<file path="src/rtl/fpu_pkg.sv">
// Shared FPU constants: default result/flag widths, flag bit positions and the
// result unloader state encoding.
package fpu_pkg;

  localparam int unsigned DATA_W = 32;
  localparam int unsigned FLAG_W = 5;

  localparam int unsigned FLAG_NV = 4;
  localparam int unsigned FLAG_DZ = 3;
  localparam int unsigned FLAG_OF = 2;
  localparam int unsigned FLAG_UF = 1;
  localparam int unsigned FLAG_NX = 0;

  localparam int unsigned FRAME_BYTES = DATA_W / 8 + 1;

  typedef enum logic {
    UL_IDLE,
    UL_SEND
  } ul_state_e;

endpackage

</file>
<file path="src/rtl/fpu_result_unloader.sv">
// Captures one FPU result plus its exception flags and drains them as a
// byte frame (data LSB first, then a zero-padded flag byte) over valid/ready.
module fpu_result_unloader #(
  parameter int unsigned DATA_W = fpu_pkg::DATA_W,
  parameter int unsigned FLAG_W = fpu_pkg::FLAG_W
) (
  input  logic              clk,
  input  logic              rstn,
  input  logic [DATA_W-1:0] res_data,
  input  logic [FLAG_W-1:0] res_flags,
  input  logic              res_valid,
  output logic              res_ready,
  output logic [7:0]        out_byte,
  output logic              out_valid,
  input  logic              out_ready,
  output logic              out_last,
  output logic              busy
);
  import fpu_pkg::*;

  localparam int unsigned NBYTES = DATA_W / 8 + 1;
  localparam int unsigned IDX_W = $clog2(NBYTES);
  localparam logic [IDX_W-1:0] LAST_IDX = IDX_W'(DATA_W / 8);

  ul_state_e state_q, state_d;
  logic [NBYTES-1:0][7:0] hold_q, hold_d;
  logic [IDX_W-1:0] idx_q, idx_d;

  always_ff @(posedge clk or negedge rstn) begin
    if (!rstn) begin
      state_q <= UL_IDLE;
      hold_q  <= '0;
      idx_q   <= '0;
    end else begin
      state_q <= state_d;
      hold_q  <= hold_d;
      idx_q   <= idx_d;
    end
  end

  always_comb begin
    state_d = state_q;
    hold_d  = hold_q;
    idx_d   = idx_q;
    unique case (state_q)
      UL_IDLE: begin
        if (res_valid) begin
          // Flag byte sits above the data so one index walks the whole frame.
          hold_d  = {8'(res_flags), res_data};
          idx_d   = '0;
          state_d = UL_SEND;
        end
      end
      UL_SEND: begin
        if (out_ready) begin
          if (idx_q == LAST_IDX) begin
            state_d = UL_IDLE;
          end else begin
            idx_d = idx_q + IDX_W'(1);
          end
        end
      end
      default: state_d = UL_IDLE;
    endcase
  end

  assign res_ready = (state_q == UL_IDLE);
  assign out_valid = (state_q == UL_SEND);
  assign busy      = out_valid;
  assign out_last  = out_valid && (idx_q == LAST_IDX);
  assign out_byte  = out_valid ? hold_q[idx_q] : 8'h00;

endmodule

</file>
<file path="config.mk">
export PLATFORM = sky130hd
export DESIGN_NAME = fpu_result_unloader
export DESIGN_NICKNAME = d
export VERILOG_FILES = /design/src/rtl/fpu_pkg.sv /design/src/rtl/fpu_result_unloader.sv
export SDC_FILE = /design/constraint.sdc
export NUM_CORES = 1
export LEC_CHECK = 0
export CAP_MARGIN = 20
export CELL_PAD_IN_SITES_DETAIL_PLACEMENT = 1
export CELL_PAD_IN_SITES_GLOBAL_PLACEMENT = 1
export CORE_UTILIZATION = 40
export DETAILED_ROUTE_END_ITERATION = 8
export PLACE_DENSITY = 0.82
export SYNTH_ARGS = -nofsm -noshare
export SYNTH_HDL_FRONTEND = slang
export SYNTH_SLANG_ARGS = --single-unit
</file>
<file path="constraint.sdc">
create_clock -name clk -period 2.3 [get_ports clk]
set_clock_uncertainty 0.1 [all_clocks]
set_input_delay 0.69 -clock clk [delete_from_list [all_inputs] [get_ports clk]]
set_output_delay 0.69 -clock clk [all_outputs]
set_load 0.03 [all_outputs]
</file>
* After elaboration in Yosys (flattened, before gate mapping)
Index checks and enable logic that the tools add are counted.
Cells by class: $add $sub $neg 1, $mul 0, div/mod/pow operators 0, order comparisons 1, eq/ne operators 4, shift-type cells 0, multiplexer cells 11, bitwise logic cells 1, reductions and logical operators 3
Operator list (number):
- binary-select mux 8 bit (select 3 bit) | 1
- two-way mux 8 bit | 2
- two-way mux 3 bit | 3
- != test 2 bit (second input constant) | 3
- one-hot mux 3 bit (2 select lines) | 1
- less-than comparator 3 x 4 -> 1 bit (second input constant) | 1
- adder 3 x 1 -> 3 bit (second input constant) | 1
- equality test 3 bit (second input constant) | 1
- two-way mux 1 bit | 3
- AND reduction 3 bit | 1
- one-hot mux 1 bit (2 select lines) | 1
- AND reduction 2 bit | 1
- logical AND 1 bit | 1
- inverter 1 bit | 1
Storage, ports and cells: register bits after elaboration 41, bits in latches 0, memory bits (writable) 0, bits in read-only memories 0, input port bits 41, logic and storage cells 28, memories 0

* Logic depth before layout (Yosys ltp)
depth in word-level cells 4, depth in mapped cells 7, mapped depth without buffers 5

* Worst setup path before layout
Ideal clock, no wire load.
path kind register to output, start register state_q, in the netlist busy, end output out_byte[0], arrival 1597 ps, required time 1510 ps, setup slack -87 ps, stages on the path, launching flop included 5, cell sequence dfrtp_1 -> buf_6 -> nand2b_4 -> or2_4 -> o221ai_1
On the way: cells in the longest elaborated chain, start to end 1
RTL lines:
- from (decl) | line fpu_result_unloader.sv:25 | ul_state_e state_q, state_d;
- from (signal assigned) | line fpu_result_unloader.sv:35 | state_q <= state_d;
- two-way mux 8 bit | line fpu_result_unloader.sv:71 | assign out_byte = out_valid ? hold_q[idx_q] : 8'h00;
- to (decl) | line fpu_result_unloader.sv:13 | output logic [7:0] out_byte,
Every way passes these cells.

* Worst setup path in the final report
start register idx_q[0], end output out_byte[5]
On the way: cells in the longest elaborated chain, start to end 3
RTL lines:
- from (decl) | line fpu_result_unloader.sv:27 | logic [IDX_W-1:0] idx_q, idx_d;
- from (signal assigned) | line fpu_result_unloader.sv:37 | idx_q <= idx_d;
- binary-select mux 8 bit (select 3 bit) | line fpu_result_unloader.sv:71
- two-way mux 8 bit (implied by the code) | line fpu_result_unloader.sv:71
- two-way mux 8 bit | line fpu_result_unloader.sv:71
Every way passes these cells. The select of a mux whose other input is x is not followed.

==> results.md <==
- Count of hold-fix buffers inserted at cts: 0
- Overall via count from detail_route: 1464
- Worst setup slack after layout: -94.9 ps
- Remaining number of nets flagged by the antenna check after routing: 0
- Leading cell type in the layout, fill and taps excluded: clkdlybuf4s50_1
- Count of buffers from port buffering: 52
- Maximum clock rate: 0.418 GHz
- Clock Pin Slew Worst Setup and Hold Paths: 80 ps
- Start-to-end type of the worst setup path: flip-flop to output pin
- Maximum number of pins on one net before global-route repair: 42
- Placed standard-cell area: 2730 um^2
- Core Rows: 26
- Area of the mapped netlist: 2110 um^2
- Layout overhead on the synthesized area: 48.8%
- Most used cell along the critical path: buf_6
- Final cell count without fillers: 285
- Top cell family by delay on the critical path: multiplexers
- Final cycle utilization of the critical path: 1.04
- Synthesized area per cell: 15.4 um^2
- Area used by multi-input combinational logic: about 1100 um^2
- Worst VDD drop: 773 uV
- Slowest cell on the critical path: mux4_2
- Die Outline Area: 5570 um^2
- Leak pwr: 0.00137 uW
- Clock period minus worst slack: 2390 ps
- Critical Path Fanout Max: 3
- Clock latency at the later pin of the worst-skew pair: between 200 and 300 ps
- Syn nets: 180
- Global-route wire length before repair: 8.26 mm
- Layout Nets: 257
- Buffer type at the clock tree root: clkbuf_8
- Initial core utilization: 0.413
- DR pass1 iterations: 4
- Crit path required time: 1510 ps
- Worst Hold Class: input port to asynchronous set/reset pin
- Highest cell delay on the worst timing path: 490 ps
- Number of antenna violations at the first check in global routing: 0
- Wire length after detailed routing: 5.68 mm
- Final core utilization: 0.615
- Fill cells: 495
- Max Cap Viol: 0
- Vias per Instance: 5.14
- Buffering stage count on the worst path with inverters included: 2
- EDFF count, synth: 0
- Count of antenna diodes in the layout: 0
- Number of sinks on the clock net: 41
- Areal power density over the cells: around 1500 nW/um^2
- Run status: finished, violations left
- H-tree level count: 2
- Share of the yosys chip area belonging to registers: 0.486
- Worst rel slew slack: 0.649
- Fraction of synthesis flops using an asynchronous set or reset pin: 1.00
- Setup repair after global routing missed its margin: true
- Mapped Cells: 137
- TritonCTS clock tree: built
- Number of pins with negative max-slew slack in the final report: 0
- Number of endpoints with negative hold slack in the final report: 0
- Cells traversed along the worst timing path: buf_6 > mux4_2 > nor2b_4 > buf_6
- Fraction of layout cells with a size suffix above 1: 0.516
- DR WL/cell: between 15 and 20 um
- Top Ports: 53
- Kind of start point of the critical path: flip-flop
- Total CTS buffers: 5
- Final design instance area without fill: 3140 um^2
- Area of the core region: approximately 5100 um^2
- DP Worst Slack: -202 ps
- Endpoint class of the critical path: output pin
- Most used flip-flop cell after synthesis: dfrtp_1
- Via count of the first global-routing pass: about 1700
- Post-route DRC: 0
- Number of storage elements in the synthesis netlist: 41
- Overall die width: 74.6 um
- Vertical die dimension: 74.6 um
- Seq. cell area: 1030 um^2
- Signal arrival time at the worst endpoint: 1600 ps
- Final setup violating endpoints: 8
- Global-route usage over all layers: 0.208
- Placer Congestion: 0.785
- Most used cells in the layout excluding fill and tap cells: clkdlybuf4s50_1 (41), dfrtp_1 (39), mux2_4 (30)
- Transition at the pin with the smallest max-transition slack: 527 ps
- GR Overflow Total: 0
- Violations in the final reports: setup timing
- Yosys warns: 0
- Post-detail-place hpwl: 3.54 mm
- Count of distinct cell types in the synthesized netlist: 30
- DP Cell Count: 266
- CTS max path bufs: 2
- Drt first-iter violations: 45
-- synthesized netlist by cell type, types with 2 or more instances --
cell type  instances  area, um^2
dfrtp_1           41        1030
mux2_4            30         450
mux2i_1           11         110
mux2_2             7        78.8
nand2_1            7        26.3
o221ai_1           5        43.8
buf_12             3        60.1
buf_4              3        22.5
inv_1              3        11.3
mux4_1             3        78.8
a21oi_1            2        10.0
ha_1               2        25.0
nor2_1             2        7.51
nor2b_1            2        12.5
-- final timing paths --
kind | startpoint | endpoint | slack [ps] | cells after the start
max in group asynchronous | rstn | busy | 1360 | 2
setup / recovery | idx_q[0] | out_byte[5] | -90 | 4
hold reg to reg | hold_q[25] | hold_q[25] | 420 | 1
setup reg to reg | idx_q[0] | idx_q[1] | 520 | 8
min in group clk | hold_q[25] | hold_q[25] | 420 | 1
hold / removal | rstn | hold_q[23] | 360 | 2
-- where the power goes --
| group | internal, uW | switching (uW) |
|---|---|---|
| logic | 1640 | 1220 |
| registers | 1090 | 282 |
| clock network | 271 | 255 |
-- kinds of logic after synthesis --
logic type,synth area share
DFF,0.486
muxes,0.340
AOI/OAI and AO/OA,0.0439
buffers and inverters,0.0516
adders and majority gates,0.0119
and+or+nand+nor,0.0658
-- area by class of cell --
class | instances | area share
Multi-Input combinational cell | 85 | 0.358
Clock inverter | 1 | 0.00159
Timing Repair Buffer | 77 | 0.248
Clock buffer | 7 | 0.0307
Tap cell | 70 | 0.0279
Sequential cell | 41 | 0.328
Inverter | 4 | 0.00717
-- registers in the layout (all words and copies together) (netlist names) --
signal	cells
busy	1
idx_q	3
hold_q	37
-- stage by stage --
stage | hold slack (ps) | power, uW | setup TNS [ps]
3_3_place_gp | 387 | 3340 | -512
5_1_grt | 408 | 5000 | -1060
3_5_place_dp | 397 | 3440 | -583
6_report | 363 | 4750 | -604
2_1_floorplan | 294 | 2760 | -434
4_1_cts | 380 | 4300 | -668
-- per-layer routing --
layer  share of wire  wire length, um  up-vias  GRT usage
met5               0                0        -          0
met4          0.0099               56        0     0.0629
met3           0.046              261        8     0.0535
met2            0.56             3210       51      0.382
met1            0.38             2160      755      0.235
li1                -                -      650          -
-- timing repair --
action	4_1_cts	5_1_grt
resized for setup	46	27
gates cloned	0	0
buffers inserted	5	6
setup endpoints to repair	10	9
pin swaps	3	5
Power figures use the tool's default switching activity.
